<file path="src/rtl/uart_rx_frame.sv">
// UART frame receiver: 2-flop synchroniser, start/8 data LSB-first/even parity/stop, sampled mid-bit.
// Byte, frame and strobes are registered one cycle after the stop sample; there is no backpressure.
module uart_rx_frame #(
  parameter int CLKS_PER_BIT = 32
) (
  input  logic       clk,
  input  logic       rst,
  input  logic       Rx,
  output logic [7:0] rx_data,
  output logic [8:0] rx_frame,
  output logic       rx_valid,
  output logic       parity_err,
  output logic       stop_err,
  output logic       fault,
  output logic       busy
);

  localparam int            CW        = $clog2(CLKS_PER_BIT);
  localparam logic [CW-1:0] BIT_LAST  = CW'(CLKS_PER_BIT - 1);
  localparam logic [CW-1:0] HALF_LAST = CW'(CLKS_PER_BIT / 2 - 1);

  typedef enum logic [2:0] {IDLE, START, DATA, PARITY, STOP} state_t;

  state_t        r_state;
  logic [1:0]    r_sync;
  logic [CW-1:0] r_cnt;
  logic [2:0]    r_bit_cnt;
  logic [7:0]    r_shift;
  logic          r_par;
  logic [7:0]    r_rx_data;
  logic [8:0]    r_rx_frame;
  logic          r_rx_valid;
  logic          r_parity_err;
  logic          r_stop_err;
  logic          r_fault;
  logic          r_busy;

  logic w_rx_s;
  logic w_perr;
  logic w_serr;

  assign w_rx_s = r_sync[1];
  assign w_perr = r_par ^ (^r_shift);
  assign w_serr = ~w_rx_s;

  assign rx_data    = r_rx_data;
  assign rx_frame   = r_rx_frame;
  assign rx_valid   = r_rx_valid;
  assign parity_err = r_parity_err;
  assign stop_err   = r_stop_err;
  assign fault      = r_fault;
  assign busy       = r_busy;

  always_ff @(posedge clk or posedge rst) begin
    if (rst) begin
      r_sync <= 2'b11;
    end else begin
      r_sync <= {r_sync[0], Rx};
    end
  end

  always_ff @(posedge clk or posedge rst) begin
    if (rst) begin
      r_state      <= IDLE;
      r_cnt        <= '0;
      r_bit_cnt    <= '0;
      r_shift      <= '0;
      r_par        <= 1'b0;
      r_rx_data    <= '0;
      r_rx_frame   <= '0;
      r_rx_valid   <= 1'b0;
      r_parity_err <= 1'b0;
      r_stop_err   <= 1'b0;
      r_fault      <= 1'b0;
      r_busy       <= 1'b0;
    end else begin
      r_rx_valid   <= 1'b0;
      r_parity_err <= 1'b0;
      r_stop_err   <= 1'b0;
      case (r_state)
        IDLE: begin
          if (!w_rx_s) begin
            r_bit_cnt <= '0;
            r_cnt     <= '0;
            r_state   <= START;
            r_busy    <= 1'b1;
          end
        end
        START: begin
          // A line that is high again at mid start bit was a glitch.
          if (r_cnt == HALF_LAST) begin
            r_cnt <= '0;
            if (!w_rx_s) begin
              r_state <= DATA;
            end else begin
              r_state <= IDLE;
              r_busy  <= 1'b0;
            end
          end else begin
            r_cnt <= r_cnt + 1'b1;
          end
        end
        DATA: begin
          if (r_cnt == BIT_LAST) begin
            r_cnt     <= '0;
            r_shift   <= {w_rx_s, r_shift[7:1]};
            r_bit_cnt <= r_bit_cnt + 1'b1;
            if (r_bit_cnt == 3'd7) begin
              r_state <= PARITY;
            end
          end else begin
            r_cnt <= r_cnt + 1'b1;
          end
        end
        PARITY: begin
          if (r_cnt == BIT_LAST) begin
            r_cnt   <= '0;
            r_par   <= w_rx_s;
            r_state <= STOP;
          end else begin
            r_cnt <= r_cnt + 1'b1;
          end
        end
        STOP: begin
          // Return to IDLE straight after the stop sample so a back-to-back start edge is caught.
          if (r_cnt == BIT_LAST) begin
            r_cnt        <= '0;
            r_rx_data    <= r_shift;
            r_rx_frame   <= {r_par, r_shift};
            r_rx_valid   <= ~(w_perr | w_serr);
            r_parity_err <= w_perr;
            r_stop_err   <= w_serr;
            r_fault      <= w_perr | w_serr;
            r_busy       <= 1'b0;
            r_state      <= IDLE;
          end else begin
            r_cnt <= r_cnt + 1'b1;
          end
        end
        default: begin
          r_state <= IDLE;
          r_busy  <= 1'b0;
        end
      endcase
    end
  end

endmodule
</file>
<file path="config.mk">
export PLATFORM = sky130hd
export DESIGN_NAME = uart_rx_frame
export DESIGN_NICKNAME = d
export VERILOG_FILES = /design/src/rtl/uart_rx_frame.sv
export SDC_FILE = /design/constraint.sdc
export NUM_CORES = 1
export LEC_CHECK = 0
export BUFFER_PORTS_ARGS = -buffer_cell sky130_fd_sc_hd__buf_2
export CORE_MARGIN = 1.5
export CORE_UTILIZATION = 46
export CTS_BUF_LIST = sky130_fd_sc_hd__clkbuf_8 sky130_fd_sc_hd__clkbuf_16
export DETAILED_ROUTE_END_ITERATION = 6
export GPL_ROUTABILITY_DRIVEN = 0
export GPL_TIMING_DRIVEN = 0
export PLACE_DENSITY = 0.71
export RECOVER_POWER = 100
export SLEW_MARGIN = 10
export SYNTH_ARGS = -nofsm -noshare
export SYNTH_HDL_FRONTEND = slang
export SYNTH_SLANG_ARGS = --single-unit
</file>
<file path="constraint.sdc">
create_clock -name clk -period 2.45 [get_ports clk]
set_input_delay 0.49 -clock clk [delete_from_list [all_inputs] [get_ports clk]]
set_output_delay 0.49 -clock clk [all_outputs]
set_load 0.01 [all_outputs]
</file>
==> impl_metrics.env, run 1 <==
export IMPL_synth_fp_nets=164
export IMPL_clock_root_buffer="clkbuf_8"
export IMPL_cellPowerDensity_nw_per_um2=739
export IMPL_ys_seq_area_share_pct=50.7
export IMPL_vias_per_cell=5.26
export IMPL_cts_sinks=36
export IMPL_worst_path_max_fanout=8
export IMPL_cp_end_kind="flip-flop"
export IMPL_cp_arrival_ns=2.42
export IMPL_cp_depth=6
export IMPL_netlist_area_um2=1780
export IMPL_pwr_share_clk_pct=30.2
export IMPL_ir_worst_vdd_mv=0.315
export IMPL_synth_edf_count=0
export IMPL_r2r_cells=6
export IMPL_yosysWarnings=0
export IMPL_num_rows=22
export IMPL_crit_start="r_cnt[1]"
export IMPL_overflow=0
export IMPL_dp_final_hpwl_um=2270
export IMPL_ys_async_sr_fraction_pct=100
export IMPL_fmax_mhz=445
export IMPL_status="completed"
export IMPL_clock_latency_ns=0.29
export IMPL_timing_max_cap_violations=0
export IMPL_finalSetupViolations=0
export IMPL_die_w_um=65.2
export IMPL_wl_per_cell_um=13.5
export IMPL_synth_top_area_share_pct=47.8
export IMPL_synthTopCellsByArea="dfrtp_1 (48%), mux2_2 (11%), ha_1 (4.9%)"
export IMPL_yosysTopAreaCell="dfrtp_1"
export IMPL_layout_min_cycle_time_ns=2.25
export IMPL_vias=1226
export IMPL_tightest_slew_ns=1.31
export IMPL_p_int_mw=1.06
export IMPL_seqPwrFrac_pct=47.5
export IMPL_drc=0
export IMPL_pin_count=25
export IMPL_cts_setup_buffers=0
export IMPL_max_stage_delay_ns=0.52
export IMPL_ys_types=36
export IMPL_switching_share_pct=29.6
export IMPL_crit_buf_inv=0
export IMPL_grt_max_degree=37
export IMPL_drtIter0Drc=52
export IMPL_n_antenna_cell=0
export IMPL_p_sw_uw=444
export IMPL_path_class="flip-flop to flip-flop"
export IMPL_core_um2=3690
export IMPL_finalClockSkew_ns=0.00649
export IMPL_crit_family="simple AND/OR/NAND/NOR gates"
export IMPL_firstDrtPassIters=4
export IMPL_fin_crit_sh_pct=91.8
export IMPL_synthCells=154
export IMPL_cts_htree_levels=2
export IMPL_syn_to_final_growth_pct=13.9
export IMPL_hold_slack_ns=0.299
export IMPL_crit_end="r_shift[3]"
export IMPL_hold_violations=0
export IMPL_slew_headroom_pct=12.3
export IMPL_avgSynthCellArea_um2=11.6
export IMPL_drive_gt1_share_pct=22.7
export IMPL_rrSetupSlack_ns=0.20
export IMPL_r2r_start="r_cnt[1]"
export IMPL_critPathMostFrequentCell="ha_1"
export IMPL_die_y_um=65.2
export IMPL_ys_flop_type="dfrtp_1"
export IMPL_rsz0062_at_grt="false"
export IMPL_min_path_type="primary input to flip-flop"
export IMPL_p_leak_nw=0.985
export IMPL_finalWorstSetupSlack_ns=0.200
export IMPL_synth_seq_cells=36
export IMPL_cts_tree="done"
export IMPL_reg2reg_to="r_shift[3]"
export IMPL_numCtsBuffers=5
export IMPL_track_usage_pct=16.6
export IMPL_cp_start_kind="flip-flop"
export IMPL_ant_nets=0
export IMPL_holdBufCountCts=0
export IMPL_nets=194
export IMPL_antenna_found_initial=0
export IMPL_slew_violations=0
export IMPL_grt_pass1_wl_um=5380
export IMPL_io_buffer_count=24
export IMPL_comb_power_share_pct=22.3
export IMPL_place_ws_ns=0.00342
export IMPL_die_area_um2=4260
export IMPL_path_clk_slew_ns=0.07
export IMPL_initial_core_util_pct=48.3
export IMPL_clockBufferDepth=2
export IMPL_grt_pass1_vias=1223
export IMPL_routed_wl_um=3150
export IMPL_setup_tns_ns=0
export IMPL_path_cells="ha_1, and3_1, ha_1, nand2_1, nor2_1, mux2_2"
export IMPL_cp_required_ns=2.62
export IMPL_cpMaxStageDelayCell="nor2_1"
-- worst min-delay path by stage --
stage           endpoint  startpoint  slack (ns)  cells past startpoint
6_report       r_sync[0]          Rx        0.30                      1
5_1_grt        r_sync[0]          Rx        0.29                      1
4_1_cts        r_sync[0]          Rx        0.29                      1
3_5_place_dp   r_sync[1]   r_sync[0]        0.35                      0
3_3_place_gp   r_sync[1]   r_sync[0]        0.35                      0
2_1_floorplan  r_sync[1]   r_sync[0]        0.35                      0
-- synthesized netlist by cell type, types with 2 or more instances --
master / number
dfrtp_1: 34
mux2_2: 17
buf_4: 10
nand2_1: 10
inv_1: 9
nor2_1: 8
o21ai_0: 8
ha_1: 7
a21oi_1: 6
and3_1: 5
xnor2_1: 4
mux2i_1: 3
nand3_1: 3
a211oi_1: 2
buf_2: 2
clkbuf_1: 2
dfstp_2: 2
nor2b_1: 2
nor4b_1: 2
xor2_1: 2
-- sequential cells by signal, indices dropped and copies added, names as in the netlist --
register and cells:
fault 1, rx_data 7, r_shift 8, busy 1
parity_err 1, rx_valid 1, r_par 1, rx_frame 2
r_cnt 5, stop_err 1, r_bit_cnt 3, r_state 3
r_sync 2
-- layout make-up --
| type | instances | area, µm² |
|---|---|---|
| multi-input combinational | 95 | 749 |
| sequential | 36 | 903 |
| inverter | 9 | 33.8 |
| clock buffer | 7 | 96.3 |
| tap | 48 | 60.1 |
| buffer | 13 | 88.8 |
| timing repair buffer | 24 | 93.8 |
| clock inverter | 1 | 3.75 |
| fill | 345 | 1660 |
-- metal layers --
layer,part of all wire [%],up-vias,track usage (%)
li1,-,589,-
met3,4.8,6,4.62
met2,51,28,30.1
met5,0,-,0
met1,43,603,18.3
met4,1.6,0,6.25
-- cells by family (layout without fill, tap and decap cells) --
group,after synthesis,in the layout,share of synthesized area (%)
buffers and inverters,23,54,7.09
muxes,21,21,13.7
AOI/OAI and AO/OA,24,24,8.57
DFF,36,36,50.7
xor gates and xnor gates,7,7,4.21
and+or+nand+nor,36,36,10.8
adders and majority gates,7,7,4.92
-- metrics by stage --
stage | cells | cell area (µm²) | util (%) | power [mW]
CTS | 234 | 2070 | 56.0 | 1.52
detailed placement | 226 | 1960 | 53.2 | 1.05
global placement | 226 | 1960 | 53.2 | 1.02
floorplan | 154 | 1780 | - | 0.969
finish | 233 | 2030 | 55.0 | 1.50
global route | 233 | 2030 | 55.0 | 1.59
-- placed cells by master, fill, tap and decap left out, types with 2 or more instances in the layout --
cell and count:
mux2i_1 3, nor2_1 9, o21ai_0 8, xor2_1 2
nor4b_1 2, and3_1 5, dfrtp_1 34, ha_1 7
mux2_2 16, xnor2_1 4, buf_4 9, inv_1 10
clkbuf_1 22, nand3_1 3, buf_2 5, a21oi_1 6
nor2b_1 2, clkbuf_8 7, nand2_1 10
-- power by group through the flow --
| stage | logic, mW | clock network (mW) | registers [mW] |
|---|---|---|---|
| after floorplan | 0.257 | 0 | 0.712 |
| after global placement | 0.306 | 0 | 0.719 |
| after detailed placement | 0.330 | 0 | 0.724 |
| after CTS | 0.337 | 0.469 | 0.713 |
| after global routing | 0.377 | 0.491 | 0.721 |
| final | 0.334 | 0.453 | 0.713 |
-- what timing repair did --
item	4_1_cts	5_1_grt
setup endpoints to repair	2	2
gates cloned	0	0
pin swaps	0	0
gates resized for setup	1	0
hold endpoints to repair	0	0
Power figures use the tool's default switching activity.
==> inputs of run 2 (changes only) <==
Settings changed: PLACE_DENSITY 0.71 to 0.69.
Clock period 2.45 ns to 1.9 ns, I/O delays scaled along.
==> impl_metrics.env, run 2 (same netlist as run 1, synthesis figures left out) <==
export IMPL_io_buffer_count=24
export IMPL_core_um2=3690
export IMPL_fin_area_um2=2210
export IMPL_largest_reg_flops=8
export IMPL_nets=201
export IMPL_die_y_um=65.2
export IMPL_pin_count=25
export IMPL_finalSetupViolations=0
export IMPL_p_leak_nw=1.03
export IMPL_worst_path_max_fanout=5
export IMPL_clock_latency_ns=0.29
export IMPL_routed_wl_um=3490
export IMPL_max_stage_delay_ns=0.40
export IMPL_hold_depth=1
export IMPL_overflow=0
export IMPL_ant_nets=0
export IMPL_rrSetupSlack_ns=0.006
export IMPL_r2r_start="r_cnt[1]"
export IMPL_drtIter0Drc=56
export IMPL_die_w_um=65.2
export IMPL_multi_input_area_um2=857
export IMPL_p_int_mw=1.61
export IMPL_path_class="flip-flop to flip-flop"
export IMPL_cts_htree_levels=2
export IMPL_seqPwrFrac_pct=40.5
export IMPL_cp_start_kind="flip-flop"
export IMPL_hp_start="Rx"
export IMPL_vias=1261
export IMPL_cts_sinks=36
export IMPL_drc=0
export IMPL_cp_required_ns=2.11
export IMPL_track_usage_pct=18.1
export IMPL_n_antenna_cell=0
export IMPL_clock_root_buffer="clkbuf_8"
export IMPL_finalClockSkew_ns=0.00980
export IMPL_clockBufferDepth=2
export IMPL_timing_max_cap_violations=0
export IMPL_layout_commonest_cell="dfrtp_1"
export IMPL_holdBufCountCts=0
export IMPL_vias_per_cell=5.25
export IMPL_comb_power_share_pct=27.5
export IMPL_cp_arrival_ns=2.11
export IMPL_num_rows=22
export IMPL_path_clk_slew_ns=0.08
export IMPL_cellPowerDensity_nw_per_um2=1040
export IMPL_slew_violations=0
export IMPL_crit_family="simple AND/OR/NAND/NOR gates"
export IMPL_numCtsBuffers=5
export IMPL_slew_headroom_pct=11.0
export IMPL_firstDrtPassIters=4
export IMPL_status="completed"
export IMPL_pwr_share_clk_pct=32.0
export IMPL_rsz0062_at_grt="true"
export IMPL_fin_crit_sh_pct=99.7
export IMPL_grt_max_degree=37
export IMPL_r2r_cells=7
export IMPL_register_area_um2=903
export IMPL_die_area_um2=4260
export IMPL_min_path_type="primary input to flip-flop"
export IMPL_initial_core_util_pct=48.3
export IMPL_grt_pass1_wl_um=5630
export IMPL_layout_common_cells="dfrtp_1 (34), clkbuf_1 (24), mux2_2 (17)"
export IMPL_dpl_cell_area_um2=2000
export IMPL_cpMaxStageDelayCell="dfrtp_1"
export IMPL_cts_tree="done"
export IMPL_dp_final_hpwl_um=2310
export IMPL_p_sw_uw=681
export IMPL_hold_violations=0
export IMPL_final_core_util_pct=60.0
export IMPL_ir_worst_vdd_mv=0.517
export IMPL_fmax_mhz=528
export IMPL_min_to="r_sync[0]"
export IMPL_regMostFlops="r_shift"
export IMPL_reg2reg_to="r_cnt[3]"
export IMPL_cp_end_kind="flip-flop"
export IMPL_tightest_slew_ns=1.33
export IMPL_syn_to_final_growth_pct=24.3
export IMPL_layout_min_cycle_time_ns=1.89
export IMPL_drive_gt1_share_pct=32.3
export IMPL_antenna_found_initial=0
export IMPL_crit_buf_inv=0
export IMPL_switching_share_pct=29.7
export IMPL_fillers=314
export IMPL_path_cells="ha_2, and3_4, ha_4, nor4b_4, a211oi_4, or3_1, o221ai_2"
export IMPL_grt_pass1_vias=1259
export IMPL_wl_per_cell_um=14.5
run 2: cell types whose count changed in the layout (fill, tap and decap cells not counted), sizes merged:
cell	change
bufinv	+1
clkbuf	+1
inv	-1
buf	+6
run 2: layer usage:
| metal | vias to the layer above | track usage [%] | wire length [µm] |
|---|---|---|---|
| met5 | - | 0 | 0 |
| met4 | 0 | 11.2 | 57 |
| met3 | 6 | 5.82 | 161 |
| met2 | 28 | 29.1 | 1800 |
| met1 | 623 | 20.9 | 1470 |
| li1 | 604 | - | - |
run 2: power by group through the flow:
stage          clock, mW  sequential, mW  combinational, mW
2_1_floorplan          0           0.920              0.354
3_3_place_gp           0           0.929              0.419
3_5_place_dp           0           0.937              0.450
4_1_cts            0.748           0.920              0.566
5_1_grt            0.787           0.937              0.690
6_report           0.734           0.929              0.630
run 2: worst max path at each step:
| stage | from | to | slack, ns | cells past startpoint |
|---|---|---|---|---|
| 6_report | r_cnt[1] | r_cnt[3] | 0.006 | 7 |
| 5_1_grt | r_cnt[1] | r_cnt[3] | -0.07 | 7 |
| 4_1_cts | r_cnt[1] | r_cnt[3] | -0.05 | 8 |
| 3_5_place_dp | r_cnt[1] | r_cnt[3] | -0.13 | 8 |
| 3_3_place_gp | r_cnt[1] | r_shift[6] | -0.08 | 6 |
| 2_1_floorplan | r_cnt[1] | r_cnt[3] | 0.03 | 8 |
run 2: cell type report:
| cell class | instances | area share, % |
|---|---|---|
| buffer | 13 | 4.01 |
| clock buffer | 7 | 4.35 |
| clock inverter | 1 | 1.36 |
| inverter | 9 | 1.53 |
| multi-input combinational | 95 | 38.7 |
| sequential | 36 | 40.8 |
| tap | 48 | 2.71 |
| timing repair buffer | 31 | 6.55 |
run 2: per-stage QoR:
stage                     hold slack [ns]  power [mW]  instances  TNS, ns  setup slack (ns)
final                               0.191        2.29        240        0           0.00616
after global placement              0.346        1.35        226    -1.13           -0.0792
after detailed placement            0.349        1.39        226    -1.79            -0.131
after floorplan                     0.345        1.27        154        0            0.0251
after CTS                           0.183        2.23        241  -0.0470           -0.0470
after global routing                0.173        2.41        240   -0.482           -0.0688
run 2: timing repair:
action | CTS | global route
setup buffers | 7 | 0
endpoints found under the setup margin | 19 | 20
pin swaps | 4 | 6
gates resized for setup | 6 | 8
==> inputs of run 3 (changes only) <==
Settings changed: SETUP_SLACK_MARGIN set to 0.4.
==> impl_metrics.env, run 3 (same netlist as run 1, synthesis figures left out) <==
export IMPL_clock_root_buffer="clkbuf_8"
export IMPL_wl_met3_um=101
export IMPL_min_to="r_sync[0]"
export IMPL_grt_pass1_wl_um=5530
export IMPL_antenna_found_initial=0
export IMPL_cts_tree="done"
export IMPL_hold_violations=0
export IMPL_setup_tns_ns=0
export IMPL_overflow=0
export IMPL_vias=1284
export IMPL_clock_latency_ns=0.29
export IMPL_regMostFlops="r_shift"
export IMPL_layout_commonest_cell="dfrtp_1"
export IMPL_p_leak_nw=1.09
export IMPL_status="completed"
export IMPL_n_antenna_cell=0
export IMPL_clockBufferDepth=2
export IMPL_cp_end_kind="flip-flop"
export IMPL_path_class="flip-flop to flip-flop"
export IMPL_num_rows=22
export IMPL_timing_max_cap_violations=0
export IMPL_holdBufCountCts=0
export IMPL_routed_wl_um=3720
export IMPL_r2r_start="r_cnt[1]"
export IMPL_tightest_slew_ns=1.36
export IMPL_cp_arrival_ns=2.08
export IMPL_r2r_cells=8
export IMPL_fin_area_um2=2380
export IMPL_hold_depth=1
export IMPL_cellPowerDensity_nw_per_um2=904
export IMPL_met1Wirelength_um=1630
export IMPL_dpl_cell_area_um2=2020
export IMPL_vias_per_cell=5.20
export IMPL_cts_sinks=36
export IMPL_initial_core_util_pct=48.3
export IMPL_cts_htree_levels=2
export IMPL_largest_reg_flops=8
export IMPL_die_w_um=65.2
export IMPL_drc=0
export IMPL_numCtsBuffers=5
export IMPL_min_path_type="primary input to flip-flop"
export IMPL_finalClockSkew_ns=0.00698
export IMPL_crit_buf_inv=1
export IMPL_layout_common_cells="dfrtp_1 (34), clkbuf_1 (24), buf_4 (17)"
export IMPL_nets=208
export IMPL_slew_headroom_pct=9.15
export IMPL_cpMaxStageDelayCell="dfrtp_1"
export IMPL_rrSetupSlack_ns=0.03
export IMPL_grt_pass1_vias=1225
export IMPL_syn_to_final_growth_pct=33.8
export IMPL_max_stage_delay_ns=0.40
export IMPL_die_area_um2=4260
export IMPL_io_buffer_count=24
export IMPL_worst_path_max_fanout=5
export IMPL_crit_family="simple AND/OR/NAND/NOR gates"
export IMPL_pin_count=25
export IMPL_layout_min_cycle_time_ns=1.87
export IMPL_path_cells="ha_2, and3_4, ha_4, buf_8, nor4b_4, a211oi_2, or3_1, o221ai_2"
export IMPL_core_um2=3690
export IMPL_reg2reg_to="r_cnt[3]"
export IMPL_report_power_total_mw=2.16
export IMPL_ir_worst_vdd_mv=0.460
export IMPL_slew_violations=0
export IMPL_rsz0062_at_grt="true"
export IMPL_drtIter0Drc=69
export IMPL_fin_crit_sh_pct=98.4
export IMPL_hp_start="Rx"
export IMPL_grt_max_degree=37
export IMPL_firstDrtPassIters=4
export IMPL_fmax_mhz=535
export IMPL_wl_per_cell_um=15.1
export IMPL_die_y_um=65.2
export IMPL_drive_gt1_share_pct=40.2
export IMPL_ant_nets=0
export IMPL_top_layer_used="met4"
export IMPL_met2_length_um=1900
export IMPL_track_usage_pct=17.5
export IMPL_dp_final_hpwl_um=2180
export IMPL_cp_start_kind="flip-flop"
export IMPL_finalSetupViolations=0
export IMPL_path_clk_slew_ns=0.07
export IMPL_cp_required_ns=2.11
[run 3: routing by layer]
| metal | vias to the layer above | global-route usage [%] |
|---|---|---|
| met2 | 19 | 28.3 |
| li1 | 614 | - |
| met3 | 8 | 4.79 |
| met5 | - | 0 |
| met4 | 0 | 10.7 |
| met1 | 643 | 20.7 |
[run 3: stage by stage]
| step | util (%) | std cells | setup WS [ns] | hold slack (ns) |
|---|---|---|---|---|
| final | 64.7 | 247 | 0.0310 | 0.196 |
| after global routing | 64.7 | 247 | -0.0436 | 0.187 |
| after CTS | 59.9 | 242 | -0.0221 | 0.190 |
| after detailed placement | 54.8 | 226 | -0.128 | 0.350 |
| after global placement | 54.8 | 226 | -0.0471 | 0.346 |
| after floorplan | - | 154 | 0.0526 | 0.345 |
[run 3: power by group]
part	switching (mW)	internal [mW]	leakage, nW
sequential	0.0730	0.850	0.470
clock	0.270	0.325	0.0557
combinational	0.344	0.293	0.560
total	0.686	1.47	1.09
[run 3: cell type report]
cell class / instances / area [µm²]
Fill cell: 284 / 1300
Multi-Input combinational cell: 95 / 952
Sequential cell: 36 / 903
Timing Repair Buffer: 37 / 228
Buffer: 14 / 108
Clock buffer: 7 / 96.3
Tap cell: 48 / 60.1
Inverter: 9 / 33.8
Clock inverter: 1 / 3.75
[run 3: worst max path at each step]
stage | slack (ns) | end | start | depth (start not counted)
after global placement | -0.05 | r_cnt[3] | r_cnt[1] | 7
after CTS | -0.02 | r_cnt[3] | r_cnt[0] | 8
final | 0.03 | r_cnt[3] | r_cnt[1] | 8
after detailed placement | -0.13 | r_cnt[3] | r_cnt[1] | 7
after floorplan | 0.05 | r_cnt[3] | r_cnt[1] | 8
after global routing | -0.04 | r_cnt[3] | r_cnt[0] | 8
[run 3: repair_timing]
item	CTS	global route
resized for setup	7	37
setup endpoints to repair	31	33
cloned	0	1
buffers inserted	8	4
pin swaps	7	13
[run 3: worst reg2reg max path: cells and delay by family, from the launching register on]
| kind | cells | cell delay (ns) |
|---|---|---|
| compound gates | 2 | 0.16 |
| fa+ha+maj | 2 | 0.35 |
| buf+inv | 1 | 0.12 |
| flops | 1 | 0.40 |
| simple gates | 3 | 0.76 |
